## src/rtl/term_pkg.sv

```systemverilog
// Shared constants, state encoding and row arithmetic for the serial text terminal.
package term_pkg;

    localparam int unsigned COLS  = 60;
    localparam int unsigned ROWS  = 17;
    localparam logic [7:0]  BLANK = 8'h20;

    // Control codes recognised by the terminal controller
    localparam logic [7:0] CR = 8'h0D;
    localparam logic [7:0] LF = 8'h0A;
    localparam logic [7:0] BS = 8'h08;
    localparam logic [7:0] FF = 8'h0C;

    typedef enum logic [1:0] {
        StClearAll,
        StIdle,
        StPut,
        StClearLine
    } state_e;

    // (a + b) mod ROWS for a, b < ROWS, without a divider
    function automatic logic [4:0] row_add(input logic [4:0] a, input logic [4:0] b);
        logic [5:0] s;
        s = {1'b0, a} + {1'b0, b};
        if (s >= 6'(ROWS)) begin
            s = s - 6'(ROWS);
        end
        return s[4:0];
    endfunction

endpackage

```

## src/rtl/term_fill_seq.sv

```systemverilog
// Row/column sweep counter shared by the full-screen and single-row clears.
// While a sweep runs, o_row/o_col give the cell to write in the current cycle;
// on the start cycle they already show the first cell. o_done pulses the cycle
// after the last cell was presented. Out of reset a full-screen sweep is armed.
module term_fill_seq
    import term_pkg::*;
#(
    parameter int unsigned N_COLS = COLS,
    parameter int unsigned N_ROWS = ROWS
) (
    input  logic       i_clk,
    input  logic       i_rst,
    input  logic       i_start,
    input  logic       i_full,
    input  logic [4:0] i_row,
    output logic [4:0] o_row,
    output logic [5:0] o_col,
    output logic       o_done
);

    localparam logic [5:0] LAST_COL = 6'(N_COLS - 1);
    localparam logic [4:0] LAST_ROW = 5'(N_ROWS - 1);

    logic [4:0] row_q;
    logic [5:0] col_q;
    logic       busy_q;
    logic       full_q;
    logic       done_q;

    logic       active;
    logic       full;
    logic       last;

    // Current cell: the start cell on a start cycle, otherwise the counter
    always_comb begin
        active = i_start | busy_q;
        full   = i_start ? i_full : full_q;
        if (i_start) begin
            o_row = i_full ? 5'd0 : i_row;
            o_col = 6'd0;
        end else begin
            o_row = row_q;
            o_col = col_q;
        end
        last = (o_col == LAST_COL) && (!full || (o_row == LAST_ROW));
    end

    assign o_done = done_q;

    // Advance one cell per cycle while a sweep is active
    always_ff @(posedge i_clk) begin
        if (i_rst) begin
            row_q  <= 5'd0;
            col_q  <= 6'd0;
            busy_q <= 1'b1;
            full_q <= 1'b1;
            done_q <= 1'b0;
        end else begin
            done_q <= active & last;
            if (active) begin
                full_q <= full;
                busy_q <= !last;
                if (o_col == LAST_COL) begin
                    col_q <= 6'd0;
                    row_q <= o_row + 5'd1;
                end else begin
                    col_q <= o_col + 6'd1;
                    row_q <= o_row;
                end
            end
        end
    end

endmodule

```

## src/rtl/term_ctrl.sv

```systemverilog
// Terminal controller: decodes received bytes, owns cursor and scroll pointer,
// and sequences every write into the character VRAM.
module term_ctrl #(
    parameter int unsigned COLS  = term_pkg::COLS,
    parameter int unsigned ROWS  = term_pkg::ROWS,
    parameter logic [7:0]  BLANK = term_pkg::BLANK
) (
    input  logic        i_clk,
    input  logic        i_rst,
    input  logic [7:0]  i_data,
    input  logic        i_valid,
    output logic        o_ready,
    output logic        o_we,
    output logic [10:0] o_waddr,
    output logic [7:0]  o_wdata,
    output logic [4:0]  o_top_row,
    output logic [5:0]  o_cur_x,
    output logic [4:0]  o_cur_y
);

    localparam logic [5:0] LAST_COL = 6'(COLS - 1);
    localparam logic [4:0] LAST_ROW = 5'(ROWS - 1);

    term_pkg::state_e state;
    logic             put_adv;  // PUT came from a printable byte, so the cursor advances

    logic       accept;
    logic [4:0] phys;
    logic [4:0] next_top;
    logic       at_last_row;
    logic       put_wraps;

    logic       seq_start;
    logic       seq_full;
    logic [4:0] seq_row_in;
    logic [4:0] seq_row;
    logic [5:0] seq_col;
    logic       seq_done;

    assign accept      = i_valid & o_ready;
    assign phys        = term_pkg::row_add(o_top_row, o_cur_y);
    assign next_top    = term_pkg::row_add(o_top_row, 5'd1);
    assign at_last_row = (o_cur_y == LAST_ROW);
    assign put_wraps   = put_adv & (o_cur_x == LAST_COL);

    // Kick the sweep on FF, or on a newline that scrolls; the row cleared is
    // the current top row, which becomes the new bottom row
    always_comb begin
        seq_start  = 1'b0;
        seq_full   = 1'b0;
        seq_row_in = o_top_row;
        case (state)
            term_pkg::StIdle: begin
                if (accept) begin
                    if (i_data == term_pkg::FF) begin
                        seq_start = 1'b1;
                        seq_full  = 1'b1;
                    end else if ((i_data == term_pkg::LF) && at_last_row) begin
                        seq_start = 1'b1;
                    end
                end
            end
            term_pkg::StPut: begin
                if (put_wraps && at_last_row) begin
                    seq_start = 1'b1;
                end
            end
            default: ;
        endcase
    end

    term_fill_seq #(
        .N_COLS(COLS),
        .N_ROWS(ROWS)
    ) u_fill (
        .i_clk  (i_clk),
        .i_rst  (i_rst),
        .i_start(seq_start),
        .i_full (seq_full),
        .i_row  (seq_row_in),
        .o_row  (seq_row),
        .o_col  (seq_col),
        .o_done (seq_done)
    );

    // Controller FSM with registered write port, cursor and scroll pointer
    always_ff @(posedge i_clk) begin
        if (i_rst) begin
            state     <= term_pkg::StClearAll;
            put_adv   <= 1'b0;
            o_ready   <= 1'b0;
            o_we      <= 1'b0;
            o_waddr   <= 11'd0;
            o_wdata   <= BLANK;
            o_top_row <= 5'd0;
            o_cur_x   <= 6'd0;
            o_cur_y   <= 5'd0;
        end else begin
            o_we <= 1'b0;
            case (state)
                term_pkg::StClearAll, term_pkg::StClearLine: begin
                    if (seq_done) begin
                        state   <= term_pkg::StIdle;
                        o_ready <= 1'b1;
                        if (state == term_pkg::StClearAll) begin
                            o_cur_x   <= 6'd0;
                            o_cur_y   <= 5'd0;
                            o_top_row <= 5'd0;
                        end
                    end else begin
                        o_we    <= 1'b1;
                        o_waddr <= {seq_row, seq_col};
                        o_wdata <= BLANK;
                    end
                end

                term_pkg::StIdle: begin
                    if (accept) begin
                        if (i_data == term_pkg::CR) begin
                            o_cur_x <= 6'd0;
                        end else if (i_data == term_pkg::LF) begin
                            o_cur_x <= 6'd0;
                            if (!at_last_row) begin
                                o_cur_y <= o_cur_y + 5'd1;
                            end else begin
                                o_top_row <= next_top;
                                state     <= term_pkg::StClearLine;
                                o_ready   <= 1'b0;
                                o_we      <= 1'b1;
                                o_waddr   <= {seq_row, seq_col};
                                o_wdata   <= BLANK;
                            end
                        end else if (i_data == term_pkg::BS) begin
                            if (o_cur_x != 6'd0) begin
                                o_cur_x <= o_cur_x - 6'd1;
                                o_we    <= 1'b1;
                                o_waddr <= {phys, o_cur_x - 6'd1};
                                o_wdata <= BLANK;
                                put_adv <= 1'b0;
                                state   <= term_pkg::StPut;
                                o_ready <= 1'b0;
                            end
                        end else if (i_data == term_pkg::FF) begin
                            state   <= term_pkg::StClearAll;
                            o_ready <= 1'b0;
                            o_we    <= 1'b1;
                            o_waddr <= {seq_row, seq_col};
                            o_wdata <= BLANK;
                        end else if (i_data >= 8'h20) begin
                            o_we    <= 1'b1;
                            o_waddr <= {phys, o_cur_x};
                            o_wdata <= i_data;
                            put_adv <= 1'b1;
                            state   <= term_pkg::StPut;
                            o_ready <= 1'b0;
                        end
                    end
                end

                term_pkg::StPut: begin
                    if (put_wraps) begin
                        o_cur_x <= 6'd0;
                        if (!at_last_row) begin
                            o_cur_y <= o_cur_y + 5'd1;
                            state   <= term_pkg::StIdle;
                            o_ready <= 1'b1;
                        end else begin
                            o_top_row <= next_top;
                            state     <= term_pkg::StClearLine;
                            o_we      <= 1'b1;
                            o_waddr   <= {seq_row, seq_col};
                            o_wdata   <= BLANK;
                        end
                    end else begin
                        if (put_adv) begin
                            o_cur_x <= o_cur_x + 6'd1;
                        end
                        state   <= term_pkg::StIdle;
                        o_ready <= 1'b1;
                    end
                end

                default: state <= term_pkg::StClearAll;
            endcase
        end
    end

endmodule

```

## config.mk

```make
export PLATFORM = sky130hd
export DESIGN_NAME = term_ctrl
export DESIGN_NICKNAME = d
export VERILOG_FILES = /design/src/rtl/term_pkg.sv /design/src/rtl/term_fill_seq.sv /design/src/rtl/term_ctrl.sv
export SDC_FILE = /design/constraint.sdc
export NUM_CORES = 1
export LEC_CHECK = 0
export CORE_MARGIN = 2
export CORE_UTILIZATION = 55
export DETAILED_ROUTE_END_ITERATION = 12
export GPL_TIMING_DRIVEN = 0
export PLACE_DENSITY = 0.78
export SLEW_MARGIN = 30
export SYNTH_ARGS = -nofsm -noshare
export SYNTH_HDL_FRONTEND = slang
export SYNTH_HIERARCHICAL = 1
export SYNTH_SLANG_ARGS = --single-unit
```

## constraint.sdc

```tcl
create_clock -name i_clk -period 5.4 [get_ports i_clk]
set_input_delay 1.62 -clock i_clk [delete_from_list [all_inputs] [get_ports i_clk]]
set_output_delay 1.62 -clock i_clk [all_outputs]
set_load 0.02 [all_outputs]
```

==> flow_summary.ini, run 1 <==
[worst_hold_path]
whs_endpoint = o_wdata[3]
holdPathStages = 2
hold_path.class = flip-flop to flip-flop
hold_start = o_wdata[3]

[critical_path]
cp.required_ns = 5.60
reg2reg_depth = 15
cp-end-kind = flip-flop
critPathKind = primary input to flip-flop
path_max_fanout = 10
cp_common_cell = a21oi_1
critPathSlowestCell = nor3_1
cp_cell_sequence = clkdlybuf4s50_1, buf_2, nor3b_1, nand3_1, nor3_1, and3b_1, a21oi_1, inv_1, o21ai_0, a21oi_1, a221oi_1, o31ai_2
arrival_ns = 5.40
worst-r2r-setup-slack_ns = 1.37
max_stage_delay_ns = 0.70
rr_startpoint = o_cur_y[0]
critPathLaunchType = primary input
timing.rr.end = u_fill/row_q[4]

[cts]
cts_root_buffer = clkbuf_8
cts.hold.buffers_added = 0
cts_buffer_depth = 2
clk_latency_ns = 0.31
numCtsBuffers = 5
cts_tree = done
path_clk_slew_ns = 0.10
cts_num_sinks = 54
cts_htree_levels = 2

[floorplanning]
row_count = 32
die_h_um = 91.77
core-area_mm2 = 0.007607
die_x_um = 91.77
ioPinCount = 48
die-area_mm2 = 0.008421
initial_core_util = 0.5569

[synthesis]
synth_top_family_by_area = simple AND/OR/NAND/NOR gates
synth_edf_count = 0
netlist_instances = 544
synth_xor_area_frac = 0.01654
synth-seq-cells = 54
yosys_warnings = 6
synth_fp_nets = 576
ys_dominant_reg_cell = dfxtp_1
synth-simple-area-share = 0.2980
syn_area_per_cell_um2 = 7.788
yosysSeqAreaShare = 0.2552
synth_compound_area_frac = 0.2817
synth.mux.area_fraction = 0.02628
synth_fa_ha_area_frac = 0.06379
synth.distinct_cells = 79
async_flop_share = 0
synth_area_mm2 = 0.004237

[timing]
drv_slew = 0
min_period_ns = 5.203
fin_tns_setup_ns = 0
fin_skew_ns = 0.008386
finalHoldViolCount = 0
period_share = 0.9635
setup_ws_ns = 0.1969
slew_headroom = 0.4791
setup_viol = 0
rsz0062_at_grt = no
tightestPinTransition_ns = 0.7754
max_freq_mhz = 192.2
whs_ns = 0.4714

[route]
avgRoutedWirePerCell_um = 18.51
avgViaCountPerCell = 6.681
route.antenna.remaining_nets = 0
firstDrtPassIters = 5
drc = 0
drt_iter0_markers = 448
vias = 4677
wl_um = 12960

[placement]
place_ws_ns = -0.05840
dpl.hpwl_um = 9631
port_buffers = 46
gp_congestion = 0.9581

[global_route]
grt_pass1_wl_um = 21150
antenna_found_initial = 0
grt_max_degree = 18
gr-total-overflow = 0
track_usage = 0.3061
grt_pass1_vias = 4244

[pwr]
power_mw = 0.8805
ir_drop_v = 0.0001394
p_leak_nw = 1.682
p_per_area_mw_per_mm2 = 178.6

[cells_and_area]
final_cell_mix = dfxtp_1 (54), nor2_1 (47), clkdlybuf4s50_1 (46)
regArea_mm2 = 0.001081
multi_input_area_mm2 = 0.002913
final_layout_size_suffix_gt1_frac = 0.07692
nFillCells = 685
layout_commonest_cell = dfxtp_1
antennaDiodeCount = 0
fin_nets = 629
area.growth.synth_to_final_pct = 16.36

[outcome]
status = finished clean

[job]
max_cap_violations = 0
-- critical path: cells and delay by family --
kind,cells,cell delay (ns)
simple gates,4,1.84
compound gates,5,0.99
buf+inv,3,0.94
-- state kept, by name (all words and copies together), names as in the netlist, 2 cells and up --
name	count
o_wdata	8
u_fill/col_q	6
u_fill/row_q	5
o_waddr	11
o_cur_y	5
state	2
o_top_row	5
o_cur_x	6
-- metrics by stage --
step,instances,area [um^2],util
floorplan,544,4237,-
global placement,692,4825,0.6342
detailed placement,692,4825,0.6342
CTS,700,4923,0.6472
global route,700,4930,0.6480
finish,700,4930,0.6480
-- report_power, final --
group          internal [mW]  leakage [nW]  switching, mW
logic                 0.0726          1.20          0.131
clock network          0.106        0.0478          0.149
registers              0.410         0.437         0.0118
total                  0.589          1.68          0.292
-- kinds of logic (layout without fill, tap and decap cells) --
kind of cell    count (synthesis)  in the layout
mux                            11             11
compound gates                173            173
xor+xnor                        8              8
simple gates                  221            221
buf+inv                        56            110
fa+ha+maj                      21             21
flops                          54             54
-- routing by layer --
metal | GRT usage | share of wire | up-vias
li1 | - | - | 2147
met1 | 0.4425 | 0.44 | 2209
met2 | 0.4737 | 0.45 | 275
met3 | 0.04026 | 0.088 | 46
met4 | 0.09577 | 0.026 | 0
met5 | 0 | 0 | -
-- cell type report --
type	instances	share of cell area
multi-input combinational	434	0.5909
sequential	54	0.2193
timing repair buffer	46	0.09340
buffer	32	0.03223
tap	102	0.02589
inverter	24	0.01827
clock buffer	6	0.01675
clock inverter	2	0.003299
-- Yosys cell counts (4+ instances only) --
| master | number | share of area |
|---|---|---|
| a221oi_1 | 5 | 0.010 |
| clkbuf_1 | 19 | 0.017 |
| a22oi_1 | 6 | 0.011 |
| nand4_1 | 8 | 0.012 |
| nand4b_1 | 6 | 0.012 |
| a211o_1 | 4 | 0.0083 |
| and2_1 | 4 | 0.0059 |
| o21ai_0 | 38 | 0.045 |
| o22ai_1 | 6 | 0.0089 |
| nor2b_1 | 10 | 0.015 |
| a32oi_1 | 5 | 0.010 |
| o221ai_1 | 6 | 0.012 |
| nand3_1 | 20 | 0.024 |
| nor3b_1 | 7 | 0.012 |
| a31oi_1 | 9 | 0.013 |
| mux2i_1 | 10 | 0.024 |
| buf_2 | 9 | 0.011 |
| ha_1 | 20 | 0.059 |
| a22o_1 | 5 | 0.010 |
| dfxtp_1 | 54 | 0.26 |
| or3_1 | 4 | 0.0059 |
| inv_1 | 24 | 0.021 |
| and3_1 | 4 | 0.0059 |
| nand3b_1 | 13 | 0.023 |
| a32o_1 | 4 | 0.0095 |
| nand2_1 | 43 | 0.038 |
| nor2_1 | 47 | 0.042 |
| nand2b_1 | 12 | 0.018 |
| xor2_1 | 5 | 0.010 |
| a21oi_1 | 43 | 0.051 |
| nor3_1 | 12 | 0.014 |
| a211oi_1 | 4 | 0.0071 |
-- how the worst max path moves through the flow --
stage	endpoint	slack [ns]	from
after floorplan	u_fill/row_q[4]	1.04	i_data[2]
after global placement	u_fill/row_q[4]	-0.03	i_data[4]
after detailed placement	u_fill/row_q[4]	-0.06	i_data[4]
after CTS	u_fill/row_q[4]	0.25	i_data[4]
after global routing	o_waddr[6]	0.04	i_data[1]
final	o_waddr[6]	0.20	i_data[1]
-- timing repair --
action                                  in CTS  in global routing
resized for setup                            0                  3
setup buffers                                0                  0
endpoints found under the setup margin       0                  1
Note: power is estimated with default switching activity, not from simulation.
==> inputs of run 2 (changes only) <==
- CELL_PAD_IN_SITES_DETAIL_PLACEMENT: not set -> 1
- CELL_PAD_IN_SITES_GLOBAL_PLACEMENT: not set -> 1
- CORE_UTILIZATION: 55 -> 42
- PLACE_DENSITY: 0.78 -> not set
- PLACE_DENSITY_LB_ADDON: not set -> 0.1
- SLEW_MARGIN: 30 -> 10
==> run 2 against run 1 <==
Net effect:
- clock skew shrank 0.00051 ns
- utilization fell by 14 points
- combinational power rose by 4%
- maximum frequency rose by 1.9%
- wire length is 18% higher
- largest power group unchanged
- global-route usage down 2.4 points
- sequential share of layout area is 0.21 points lower
- largest cell class unchanged
- hold slack got worse by 0.00079 ns
- critical path depth grew 1
==> flow_summary.ini, run 2 (synthesized netlist as in run 1, its figures left out) <==
[timing]
finalHoldViolCount = 0
period_share = 0.9454
min_period_ns = 5.105
max_freq_mhz = 195.9
tightestPinTransition_ns = 0.7687
fin_tns_setup_ns = 0
setup_ws_ns = 0.2949
setup_viol = 0
rsz0062_at_grt = no
drv_slew = 0
fin_skew_ns = 0.007876
whs_ns = 0.4706
slew_headroom = 0.4828

[cts]
post_cts_buffers = 0
path_clk_slew_ns = 0.11
numCtsBuffers = 5
cts_buffer_depth = 2
cts_htree_levels = 2
cts_root_buffer = clkbuf_8
cts_num_sinks = 54
cts_tree = done
clk_latency_ns = 0.33

[floorplanning]
row_count = 36
initial_core_util = 0.4334
ioPinCount = 48
core-area_mm2 = 0.009774
die-area_mm2 = 0.01091
die_h_um = 104.4
die_x_um = 104.4

[cells_and_area]
largest_reg_flops = 11
regArea_mm2 = 0.001081
largest_register = o_waddr
multi_input_area_mm2 = 0.002940
antennaDiodeCount = 0
fin_nets = 629
nFillCells = 1244
final_layout_size_suffix_gt1_frac = 0.07705
final_cell_mix = dfxtp_1 (54), nor2_1 (47), clkdlybuf4s50_1 (46)
top_regs = o_waddr x11, o_wdata x8
postLayoutCoreUtil = 0.5092
layout_commonest_cell = dfxtp_1
area.growth.synth_to_final_pct = 17.48

[route]
vias = 4601
firstDrtPassIters = 5
avgRoutedWirePerCell_um = 21.03
wl_um = 15360
avgViaCountPerCell = 6.303
route.antenna.remaining_nets = 0
drc = 0
drt_iter0_markers = 308

[critical_path]
cp_cell_sequence = clkdlybuf4s50_1, nor4_4, nand3_1, a21oi_1, buf_6, clkbuf_2, nand3b_1, o21ai_0, ha_1, nand4b_1, a211oi_2, or3b_2, o211ai_1
cp.required_ns = 5.66
critPathLaunchType = primary input
path_max_fanout = 10
rr_startpoint = o_cur_y[1]
max_stage_delay_ns = 0.75
critPathKind = primary input to flip-flop
cp-end-kind = flip-flop
critPathSlowestCell = nor4_4
cp-startpoint = i_data[4]
arrival_ns = 5.37

[global_route]
grt_pass1_vias = 4583
grt_pass1_wl_um = 24840
grt_max_degree = 16
track_usage = 0.2822
antenna_found_initial = 0
gr-total-overflow = 0

[worst_hold_path]
hold_path.class = flip-flop to flip-flop
hold_start = o_waddr[10]

[pwr]
power_mw = 0.8756
ir_drop_v = 0.0001059
p_per_area_mw_per_mm2 = 175.9
p_leak_nw = 1.689

[placement]
port_buffers = 46
dpl.hpwl_um = 11430
gp_congestion = 0.9347
place_ws_ns = -0.3123

[outcome]
status = finished clean

[job]
max_cap_violations = 0
## run 2: repair_timing
action,4_1_cts,5_1_grt
endpoints found under the setup margin,0,3
hold buffers,0,0
gates resized for setup,0,7
## run 2: worst paths after layout
check | endpoint | slack (ns) | cells after the start
setup / recovery | u_fill/row_q[4] | 0.29 | 13
hold / removal | o_waddr[10] | 0.47 | 2
setup reg to reg | u_fill/row_q[4] | 1.14 | 15
hold reg to reg | o_waddr[10] | 0.47 | 2
## run 2: layer usage
| layer | track usage | up-vias | routed length [um] |
|---|---|---|---|
| li1 | - | 2142 | - |
| met1 | 0.4038 | 2259 | 7123 |
| met2 | 0.4472 | 175 | 7039 |
| met3 | 0.03759 | 25 | 882 |
| met4 | 0.06950 | 0 | 310 |
| met5 | 0 | - | 0 |
## run 2: worst max-delay path: cells and delay by family
kind            cells  cell delay (ns)
fa+ha+maj           1             0.25
buf+inv             3             0.97
simple gates        5             1.60
compound gates      4             0.92
## run 2: cell type report
| cell class | instances | share of cell area |
|---|---|---|
| Buffer | 32 | 0.03193 |
| Clock buffer | 6 | 0.01458 |
| Clock inverter | 1 | 0.001508 |
| Inverter | 24 | 0.01810 |
| Multi-Input combinational cell | 434 | 0.5907 |
| Sequential cell | 54 | 0.2172 |
| Tap cell | 133 | 0.03343 |
| Timing Repair Buffer | 46 | 0.09251 |
## run 2: per-stage QoR
| step | area [um^2] | std cells |
|---|---|---|
| floorplan | 4237 | 544 |
| global placement | 4863 | 723 |
| detailed placement | 4863 | 723 |
| CTS | 4943 | 730 |
| global route | 4977 | 730 |
| finish | 4977 | 730 |
## run 2: report_power, final
part	internal (mW)	switching [mW]
combinational	0.0730	0.139
sequential	0.410	0.0130
clock	0.0898	0.151
